===== config.mk =====
export PLATFORM = sky130hd
export DESIGN_NAME = oam_dma_controller_flat
export DESIGN_NICKNAME = d
export VERILOG_FILES = /design/src/rtl/oam_dma_controller_if.sv /design/src/rtl/oam_dma_controller.sv /design/src/flat_wrapper.sv
export SDC_FILE = /design/constraint.sdc
export NUM_CORES = 1
export LEC_CHECK = 0
export BUFFER_PORTS_ARGS = -buffer_cell sky130_fd_sc_hd__buf_2
export CAP_MARGIN = 30
export CORE_ASPECT_RATIO = 2
export CORE_MARGIN = 4
export CORE_UTILIZATION = 46
export CTS_BUF_LIST = sky130_fd_sc_hd__clkbuf_16
export CTS_CLUSTER_SIZE = 8
export DETAILED_ROUTE_END_ITERATION = 12
export PLACE_DENSITY_LB_ADDON = 0.08
export SKIP_CTS_REPAIR_TIMING = 1
export SYNTH_ARGS = -nofsm -noshare
export SYNTH_HDL_FRONTEND = slang
export SYNTH_SLANG_ARGS = --single-unit

===== constraint.sdc =====
create_clock -name clk -period 2.1 [get_ports clk]
set_input_delay 0.525 -clock clk [delete_from_list [all_inputs] [get_ports clk]]
set_output_delay 0.525 -clock clk [all_outputs]
set_load 0.02 [all_outputs]

===== src/rtl/oam_dma_controller_if.sv =====
// oam_dma_controller_if: bundles the CPU snoop, source-read and OAM-write
// signals of the OAM DMA engine.
//   master : the DMA engine itself
//   slave  : the system side (CPU bus, source memory, PPU MMU mux)
interface oam_dma_if;
   logic [15:0] cpu_A;        // CPU address
   logic [7:0]  cpu_Di;       // CPU write data
   logic        cpu_wr;       // CPU write strobe
   logic [7:0]  DMA;          // DMA register value for PPU MMU reads of 0xFF46
   logic [15:0] src_A;        // source read address
   logic        src_rd;       // source read strobe
   logic [7:0]  src_Di;       // source read data, one clock after src_rd
   logic [15:0] dma_A;        // OAM write address
   logic [7:0]  dma_Do;       // OAM write data
   logic        dma_wr;       // OAM write strobe
   logic        dma_active;   // engine owns the OAM bus (mux select)
   logic        cpu_blocked;  // current CPU access must be ignored

   modport master (
      input  cpu_A, cpu_Di, cpu_wr, src_Di,
      output DMA, src_A, src_rd, dma_A, dma_Do, dma_wr, dma_active, cpu_blocked
   );

   modport slave (
      output cpu_A, cpu_Di, cpu_wr, src_Di,
      input  DMA, src_A, src_rd, dma_A, dma_Do, dma_wr, dma_active, cpu_blocked
   );
endinterface


===== src/rtl/oam_dma_controller.sv =====
// oam_dma_controller: OAM DMA engine placed in front of the PPU MMU.
// A CPU write to 0xFF46 latches a source page; after a CPB-clock start delay
// the engine copies NBYTES bytes from {page,00..} into OAM 0xFE00.., one byte
// per CPB clocks. Writing 0xFF46 again at any time restarts from byte 0.
// Optional build macro DMA_HRAM_ONLY_EN: while transferring, the CPU is
// blocked everywhere except HRAM 0xFF80..0xFFFE and the 0xFF46 register.
// Without it, only CPU accesses to OAM 0xFE00..0xFE9F are blocked.
// CPB must lie in 2..16.
module oam_dma_controller #(
   parameter int CPB    = 4,
   parameter int NBYTES = 160
) (
   input  logic      clk,
   input  logic      reset,
   oam_dma_if.master bus
);

   localparam int              SUB_W        = $clog2(CPB);
   localparam logic [SUB_W-1:0] SUB_ZERO    = '0;
   localparam logic [SUB_W-1:0] SUB_ONE     = SUB_W'(1);
   localparam logic [SUB_W-1:0] SUB_LAST    = SUB_W'(CPB - 1);
   localparam logic [7:0]      IDX_LAST     = 8'(NBYTES - 1);
   localparam logic [15:0]     DMA_REG_ADDR = 16'hFF46;
   localparam logic [15:0]     OAM_BASE     = 16'hFE00;

   typedef enum logic [1:0] {
      IDLE  = 2'd0,
      START = 2'd1,
      XFER  = 2'd2
   } state_t;

   state_t           state_reg, state_next;
   logic [SUB_W-1:0] sub_reg, sub_next;
   logic [7:0]       idx_reg, idx_next;
   logic [7:0]       dma_reg, dma_next;
   logic [7:0]       latch_reg;
   logic             cpu_blocked_reg;

   logic             trigger;
   logic [7:0]       page;
   logic [7:0]       wr_data;
   logic             rd_slot;
   logic             wr_slot;

   // CPU addresses that collide with an active transfer.
   function automatic logic addr_blocked(input logic [15:0] a);
`ifdef DMA_HRAM_ONLY_EN
      return !((a >= 16'hFF80) && (a <= 16'hFFFE)) && (a != DMA_REG_ADDR);
`else
      return (a >= 16'hFE00) && (a <= 16'hFE9F);
`endif
   endfunction

   assign trigger = bus.cpu_wr && (bus.cpu_A == DMA_REG_ADDR);

   // Echo RAM pages 0xE0..0xFF mirror 0xC0..0xDF; the register keeps the raw value.
   assign page = (dma_reg < 8'hE0) ? dma_reg : (dma_reg - 8'h20);

   // With CPB=2 the write slot coincides with the data-return slot, so the
   // byte is forwarded straight from the source bus instead of the latch.
   assign wr_data = (CPB == 2) ? bus.src_Di : latch_reg;

   assign rd_slot = (state_reg == XFER) && (sub_reg == SUB_ZERO);
   assign wr_slot = (state_reg == XFER) && (sub_reg == SUB_LAST);

   // Next-state logic: a 0xFF46 write overrides everything, including an
   // in-flight transfer and its final byte.
   always_comb begin
      state_next = state_reg;
      sub_next   = sub_reg;
      idx_next   = idx_reg;
      dma_next   = dma_reg;
      if (trigger) begin
         dma_next   = bus.cpu_Di;
         state_next = START;
         sub_next   = SUB_ZERO;
         idx_next   = 8'h00;
      end else begin
         case (state_reg)
            START: begin
               if (sub_reg == SUB_LAST) begin
                  state_next = XFER;
                  sub_next   = SUB_ZERO;
                  idx_next   = 8'h00;
               end else begin
                  sub_next = sub_reg + SUB_ONE;
               end
            end
            XFER: begin
               if (sub_reg == SUB_LAST) begin
                  sub_next = SUB_ZERO;
                  if (idx_reg == IDX_LAST) begin
                     state_next = IDLE;
                     idx_next   = 8'h00;
                  end else begin
                     idx_next = idx_reg + 8'h01;
                  end
               end else begin
                  sub_next = sub_reg + SUB_ONE;
               end
            end
            default: begin
               state_next = IDLE;
            end
         endcase
      end
   end

   // State, counters and the DMA register.
   always_ff @(posedge clk) begin
      if (reset) begin
         state_reg <= IDLE;
         sub_reg   <= SUB_ZERO;
         idx_reg   <= 8'h00;
         dma_reg   <= 8'h00;
      end else begin
         state_reg <= state_next;
         sub_reg   <= sub_next;
         idx_reg   <= idx_next;
         dma_reg   <= dma_next;
      end
   end

   // Capture the source byte in the slot after the read strobe.
   always_ff @(posedge clk) begin
      if (reset) begin
         latch_reg <= 8'h00;
      end else if ((state_reg == XFER) && (sub_reg == SUB_ONE)) begin
         latch_reg <= bus.src_Di;
      end
   end

   // CPU blocking is registered so no output has a combinational path from
   // the CPU bus; it reflects the address presented in the previous clock.
   always_ff @(posedge clk) begin
      if (reset) begin
         cpu_blocked_reg <= 1'b0;
      end else begin
         cpu_blocked_reg <= (state_next == XFER) && addr_blocked(bus.cpu_A);
      end
   end

   // Bus outputs decoded from registered state; idle values are zero.
   always_comb begin
      bus.DMA         = dma_reg;
      bus.dma_active  = (state_reg == XFER);
      bus.cpu_blocked = cpu_blocked_reg;
      bus.src_rd      = 1'b0;
      bus.src_A       = 16'h0000;
      bus.dma_wr      = 1'b0;
      bus.dma_A       = 16'h0000;
      bus.dma_Do      = 8'h00;
      if (rd_slot) begin
         bus.src_rd = 1'b1;
         bus.src_A  = {page, idx_reg};
      end
      if (wr_slot) begin
         bus.dma_wr = 1'b1;
         bus.dma_A  = OAM_BASE + {8'h00, idx_reg};
         bus.dma_Do = wr_data;
      end
   end

endmodule

===== src/flat_wrapper.sv =====
// flat-port wrapper written by rule: the top's interface ports become plain ports
module oam_dma_controller_flat 
#(
   parameter int CPB    = 4,
   parameter int NBYTES = 160
)
  (clk, reset, bus_cpu_A, bus_cpu_Di, bus_cpu_wr, bus_src_Di, bus_DMA, bus_src_A, bus_src_rd, bus_dma_A, bus_dma_Do, bus_dma_wr, bus_dma_active, bus_cpu_blocked);
  oam_dma_if bus_i ();
  input  logic clk;
  input  logic reset;
  input wire logic [$bits(bus_i.cpu_A)-1:0] bus_cpu_A;
  input wire logic [$bits(bus_i.cpu_Di)-1:0] bus_cpu_Di;
  input wire logic [$bits(bus_i.cpu_wr)-1:0] bus_cpu_wr;
  input wire logic [$bits(bus_i.src_Di)-1:0] bus_src_Di;
  output wire logic [$bits(bus_i.DMA)-1:0] bus_DMA;
  output wire logic [$bits(bus_i.src_A)-1:0] bus_src_A;
  output wire logic [$bits(bus_i.src_rd)-1:0] bus_src_rd;
  output wire logic [$bits(bus_i.dma_A)-1:0] bus_dma_A;
  output wire logic [$bits(bus_i.dma_Do)-1:0] bus_dma_Do;
  output wire logic [$bits(bus_i.dma_wr)-1:0] bus_dma_wr;
  output wire logic [$bits(bus_i.dma_active)-1:0] bus_dma_active;
  output wire logic [$bits(bus_i.cpu_blocked)-1:0] bus_cpu_blocked;
  assign bus_i.cpu_A = bus_cpu_A;
  assign bus_i.cpu_Di = bus_cpu_Di;
  assign bus_i.cpu_wr = bus_cpu_wr;
  assign bus_i.src_Di = bus_src_Di;
  assign bus_DMA = bus_i.DMA;
  assign bus_src_A = bus_i.src_A;
  assign bus_src_rd = bus_i.src_rd;
  assign bus_dma_A = bus_i.dma_A;
  assign bus_dma_Do = bus_i.dma_Do;
  assign bus_dma_wr = bus_i.dma_wr;
  assign bus_dma_active = bus_i.dma_active;
  assign bus_cpu_blocked = bus_i.cpu_blocked;
  oam_dma_controller #(.CPB(CPB), .NBYTES(NBYTES)) u_core (.clk(clk), .reset(reset), .bus(bus_i));
endmodule

==> results.md, run 1 <==
- Starting Density: 48.3%
- Hold Vio Cnt, Final: 0
- Post-synth top area share: ~33%
- CTS tree: done
- Clk sinks: 29
- Diode count: 0
- Int Pwr: 1.00 mW
- Critical path data arrival time: around 1.5 ns
- GRT Overall Usage: between 20% and 30%
- Final HPWL DP: between 3000 and 4000 um
- CTS Buf Count: 5
- Vias in the first global route: roughly 1.8k
- Syn Std Cell Area: 0.00178 mm^2
- #FFs+latches synth: 29
- Setup CP Type: flip-flop to output pin
- Cell taking the most area after synthesis: dfxtp_1
- Simple-Gate Fraction of Synth Area: around 34%
- IO Port Bufs: 85
- Sequential Area: 583 um^2
- Area occupied by multi-input gates: approximately 0.0011 mm^2
- P&R area growth vs syn: 33.9%
- Cell count after synthesis: 227
- IO Pins: 87
- Post-synth net total: 269
- Sequential group share of total power: 44.1%
- Core area: about 0.0037 mm^2
- Async SR Flop Fraction: 0%
- Final net count: about 350
- Pre-Repair DR Iteration Count: 6
- Largest family of logic cells by synthesized area: simple AND/OR/NAND/NOR gates
- Routability cong.: around 0.83
- RSZ-0062 raised after global routing: no
- Net Switching: ~250 uW
- Row count: 31
- CTS max path bufs: 2
- Critical path capture point type: output pin
- Sequential area share after synthesis: ~33%
- CP Max Fanout: 28
- Initial antenna violation count: 0
- Worst-path clk slew: roughly 0.05 ns
- Fraction of synthesized cell area in xor and xnor cells: less than 1%
- Required time of the critical path: about 1.6 ns
- Static Leakage: roughly 1.2 nW
- Vias per cell: 5.42
- Ys Warns: 0
- Gr ovfl total: 0
- DP Area: roughly 0.0022 mm^2
- Fin crit period: approximately 2 ns
- Residual DRC: 0
- Peak supply drop: roughly 640 uV
- Finished Cell Area: ~0.0024 mm^2
- Combinational share of power: 4.4%
- Dominant cells by area after synthesis: dfxtp_1 33%, and3_1 11%, a21oi_1 6.2%
- Min Hold Slack: roughly 0.45 ns
- Layout cells sized above 1: 37.3%
- Synth Area in Adders: between 4 and 5%
- Chip Height: approximately 96 um
- # setup viols final: 0
- EDFF count, synth: 0
- CTS H-tree lvls: 2
- Tot Pwr: 1.25 mW
- Distinct cells, synth: 45
- DIE AREA: about 0.005 mm^2
- DRT iter0 DRCs: 40
- Clock Skews: about 0.0016 ns
- Routed WL: 5150 um
- Fill count: 354
- Compound-Gate Fraction of Synth Area: 16.2%
- Fraction of synthesized area in multiplexers: under 10%
- First-pass GRT wire length: 8140 um
- Main synth FF type: dfxtp_1
- Hold Crit Class: flip-flop to flip-flop
- Critical path launch point type: flip-flop
- Routed Antenna Nets: 0
- Max cap viols: 0
- Die X: roughly 52 um
- Status: completed
- Final core area utilization: roughly 65%
- Slew Limit Fails: 0
- Period utilization: between 90% and 100%
- Routed via count: about 1.9k
- Post-synthesis average cell area: 7.84 um^2
- Largest net degree at the start of global routing: 29
- Worst-Skew Late Latency: approximately 0.27 ns
- Power Dens Cells: between 500 and 600 mW/mm^2
- Clock power frac: 51.5%
- Switching Fraction: 19.9%
- Routed wire per std cell: 14.5 um
- Clock Root Buffer: clkbuf_16
- Achievable frequency: approximately 500 MHz
==> Yosys cell counts (2+ instances only) <==
master / instances
inv_1: 11
buf_4: 8
a21oi_1: 22
ha_1: 7
nand2_1: 18
nand3_1: 22
o21ai_1: 7
nor2_1: 9
nor3_1: 5
clkbuf_1: 10
dfxtp_1: 29
nand2b_1: 2
nor4_1: 3
mux2i_1: 2
nor2b_1: 2
a31oi_1: 2
nand4_1: 3
o21ai_0: 5
buf_2: 4
and3_1: 31
==> layout make-up <==
type	instances	area share [%]
Tap cell	49	2.57
Multi-Input combinational cell	164	44.1
Clock inverter	2	0.315
Sequential cell	29	24.5
Timing Repair Buffer	95	21.5
Clock buffer	5	5.25
Inverter	11	1.73
==> worst max-delay path, stage by stage (launching register included) <==
cell	delay, ns
dfxtp_1	0.41
ha_4	0.18
buf_12	0.16
and2_4	0.16
and3_1	0.14
buf_2	0.16
==> layer usage <==
layer | share of wire [%] | track usage (%)
met3 | 6.1 | 4.81
met1 | 36 | 23.2
met2 | 55 | 38.2
met4 | 2.3 | 11.8
met5 | 0 | 0
==> metrics by stage <==
step | setup TNS [ns] | setup WS, ns | cells
after floorplan | 0 | 0.0939 | 227
after global placement | 0 | 0.183 | 348
after detailed placement | 0 | 0.177 | 348
after CTS | -0.496 | -0.0404 | 355
after global routing | 0 | 0.00397 | 355
final | 0 | 0.0941 | 355
==> cells in the final DEF, fill, tap and decap left out, types with 2 or more instances in the layout <==
cell type | synthesis | layout
nand2b_1 | 2 | 2
nor4_1 | 3 | 3
dfxtp_1 | 29 | 27
dfxtp_2 | 0 | 2
nand4_1 | 3 | 3
nor2b_1 | 2 | 2
nand2_1 | 18 | 17
o21ai_0 | 5 | 5
buf_4 | 8 | 9
ha_2 | 0 | 2
and3_1 | 31 | 31
a21oi_1 | 22 | 22
nand3_1 | 22 | 22
ha_1 | 7 | 4
inv_1 | 11 | 11
buf_2 | 4 | 85
clkbuf_16 | 0 | 5
o21ai_1 | 7 | 7
a31oi_1 | 2 | 2
nor2_1 | 9 | 9
mux2i_1 | 2 | 2
nor3_1 | 5 | 5
==> path summary, 6_finish.rpt <==
check	startpoint	endpoint	slack (ns)	depth (start not counted)
setup / recovery	u_core.state_reg[1]	bus_src_A[13]	0.09	5
hold / removal	u_core.latch_reg[0]	u_core.latch_reg[0]	0.45	2
setup reg to reg	u_core.idx_reg[0]	u_core.idx_reg[6]	0.39	5
hold reg to reg	u_core.latch_reg[0]	u_core.latch_reg[0]	0.45	2
==> power by group through the flow <==
stage / clock network [mW] / logic [mW] / registers [mW]
5_1_grt: 0.682 / 0.0606 / 0.551
3_3_place_gp: 0 / 0.0541 / 0.562
6_report: 0.644 / 0.0546 / 0.552
3_5_place_dp: 0 / 0.0547 / 0.562
2_1_floorplan: 0 / 0.0212 / 0.562
4_1_cts: 0.656 / 0.0549 / 0.552
==> cell families (layout without fill, tap and decap cells) <==
kind of cell,Yosys count,count (layout)
DFF,29,29
xor gates and xnor gates,2,2
AOI/OAI and AO/OA,47,47
adders and majority gates,7,7
buffers and inverters,34,113
muxes,2,2
other,1,1
and+or+nand+nor,105,105
Power figures use the tool's default switching activity.
==> run 2, diff against run 1 <==
--- a/config.mk
+++ b/config.mk
@@ -6,7 +6,7 @@
 export NUM_CORES = 1
 export LEC_CHECK = 0
 export BUFFER_PORTS_ARGS = -buffer_cell sky130_fd_sc_hd__buf_2
-export CAP_MARGIN = 30
+export CAP_MARGIN = 40
 export CORE_ASPECT_RATIO = 2
 export CORE_MARGIN = 4
 export CORE_UTILIZATION = 46
@@ -14,6 +14,8 @@
 export CTS_CLUSTER_SIZE = 8
 export DETAILED_ROUTE_END_ITERATION = 12
 export PLACE_DENSITY_LB_ADDON = 0.08
+export REMOVE_ABC_BUFFERS = 1
+export SETUP_SLACK_MARGIN = 0.15
 export SKIP_CTS_REPAIR_TIMING = 1
 export SYNTH_ARGS = -nofsm -noshare
 export SYNTH_HDL_FRONTEND = slang
==> run 2 against run 1 <==
  * Final area rose by 7.2%
  * Count of clock-buffer cells in the layout stayed put
  * Sequential share of layout area decreased by 1.4 points
  * Worst hold slack gained 0.0016 ns
  * Critical path type unchanged
  * Critical endpoint is now bus_src_A[9]
  * Largest power group unchanged
==> results.md, run 2 (synthesis results as in run 1) <==
- Critical path data arrival time: 1.40 ns (-0.08 ns)
- Fin crit period: 1.92 ns (-0.0817 ns)
- IO Port Bufs: 85 (unchanged)
- Largest net degree at the start of global routing: 22 (-24%)
- First-pass GRT wire length: 7450 um (-8.5%)
- Routed via count: 1,985 (+3.1%)
- GRT Overall Usage: 19.7% (-2.0 points)
- Most frequent cells in the layout: 73 x buf_2, 31 x and3_1, 23 x dfxtp_1, 22 x nand3_1, 22 x a21oi_1
- Hold Vio Cnt, Final: 0 (unchanged)
- Critical path launch point type: flip-flop
- Total Neg Setup Slack: 0 ns (unchanged)
- Starting Density: 48.3% (unchanged)
- Static Leakage: 1.24 nW (+4.7%)
- Core area: 0.00368 mm^2 (unchanged)
- Worst slack at placement: 0.185 ns (+0.00732 ns)
- Vias in the first global route: 1,703 (-4.4%)
- Peak supply drop: 544 uV (-15%)
- P&R area growth vs syn: 43.6%
- Chip Height: 96.0 um (unchanged)
- Initial antenna violation count: 0 (unchanged)
- IO Pins: 87 (unchanged)
- CP Max Fanout: 4 (-86%)
- RSZ-0062 raised after global routing: no
- Pre-Repair DR Iteration Count: 4 (-2)
- Clock Skews: 0.00395 ns (+0.00236 ns)
- Power Dens Cells: 545 mW/mm^2 (+3.9%)
- Worst-Skew Late Latency: 0.27 ns (about the same)
- Row count: 31 (unchanged)
- R2R Setup Slk: 0.45 ns (+0.06 ns)
- Routed WL: 5030 um (-2.3%)
- Period utilization: 91.6% (-3.9 points)
- Residual DRC: 0 (unchanged)
- Final HPWL DP: 3650 um (-5.2%)
- Finished Cell Area: 0.00256 mm^2 (+7.2%)
- Critical path capture point type: output pin
- Routed Antenna Nets: 0 (unchanged)
- Worst-path clk slew: 0.05 ns (about the same)
- # setup viols final: 0 (unchanged)
- Routability cong.: 0.912 (+9.3%)
- Die X: 52.0 um (unchanged)
- Required time of the critical path: 1.57 ns (about the same)
- Setup CP Type: flip-flop to output pin
- Final net count: 352 (+1.1%)
- Layout cells sized above 1: 39.9% (+2.6 points)
- Slowest stage delay, CP: 0.33 ns (-0.08 ns)
- DP Area: 0.00219 mm^2 (-1.6%)
- Worst Path Buf+Inv: 4 (+2)
- CTS H-tree lvls: 2 (unchanged)
- CTS max path bufs: 2 (unchanged)
- Gr ovfl total: 0 (unchanged)
- DRT iter0 DRCs: 66 (+65%)
- Slack of the critical path: 0.176 ns (+0.0817 ns)
- Crit-path leading delay family: buffers and inverters
- Most common cell after layout, fill and taps aside: buf_2
- Diode count: 0 (unchanged)
- Clock Root Buffer: clkbuf_16
- Status: completed
- Clk sinks: 29 (unchanged)
- Non-filler instance count after layout: 360 (+1.4%)
- Tot Pwr: 1.39 mW (+11%)
- Max cap viols: 0 (unchanged)
- Cells after DPL: 345 (-0.86%)
- Sequence of cells on the critical path: inv_2 -> ha_4 -> buf_4 -> clkbuf_16 -> and3_1 -> buf_2
- CTS tree: done
- Slew Limit Fails: 0 (unchanged)
- Achievable frequency: 520 MHz (+4.2%)
- DIE AREA: 0.00499 mm^2 (unchanged)
- Hold Crit Class: flip-flop to flip-flop
- Vias per cell: 5.51 (+1.7%)
- Routed wire per std cell: 14.0 um (-3.6%)
- Max stage delay cell, worst path: dfxtp_2
- CTS Buf Count: 5 (unchanged)
## run 2: final timing paths
path / start / to / cells past startpoint
hold reg to reg: u_core.latch_reg[6] / u_core.latch_reg[6] / 2
setup reg to reg: u_core.sub_reg[0] / u_core.bus.cpu_blocked / 6
setup / recovery: u_core.state_reg[0] / bus_src_A[9] / 6
hold / removal: u_core.latch_reg[6] / u_core.latch_reg[6] / 2
## run 2: worst register-to-register path, stage by stage (launching register included)
cell	delay, ns
dfxtp_4	0.35
ha_2	0.21
buf_4	0.16
nand2b_1	0.14
a32oi_1	0.38
a311o_1	0.26
nor4_2	0.04
## run 2: report_power, final
| part | internal (mW) | switching [mW] | leakage [nW] |
|---|---|---|---|
| Clock | 0.549 | 0.239 | 0.0826 |
| Combinational | 0.0287 | 0.0258 | 0.918 |
| Sequential | 0.550 | 0.00000146 | 0.237 |
## run 2: area by class of cell
type,instances,area [um^2]
Fill cell,324,1130
Multi-Input combinational cell,164,1060
Timing Repair Buffer,99,638
Sequential cell,29,591
Clock buffer,5,125
Tap cell,49,61.3
Inverter,11,41.3
Clock inverter,3,37.5
## run 2: stage by stage
step	hold WS [ns]	util [%]
after detailed placement	0.443	59.5
after floorplan	0.426	-
after global routing	0.483	69.4
after CTS	0.450	63.9
after global placement	0.438	59.5
final	0.449	69.4
## run 2: layer usage
metal  routed length (um)  GRT usage (%)  vias to the layer above
met5                    0              0                        -
met3                  350           4.50                       11
met2                 2770           35.2                       76
met4                  128           11.6                        0
li1                     -              -                      974
met1                 1790           20.1                      924
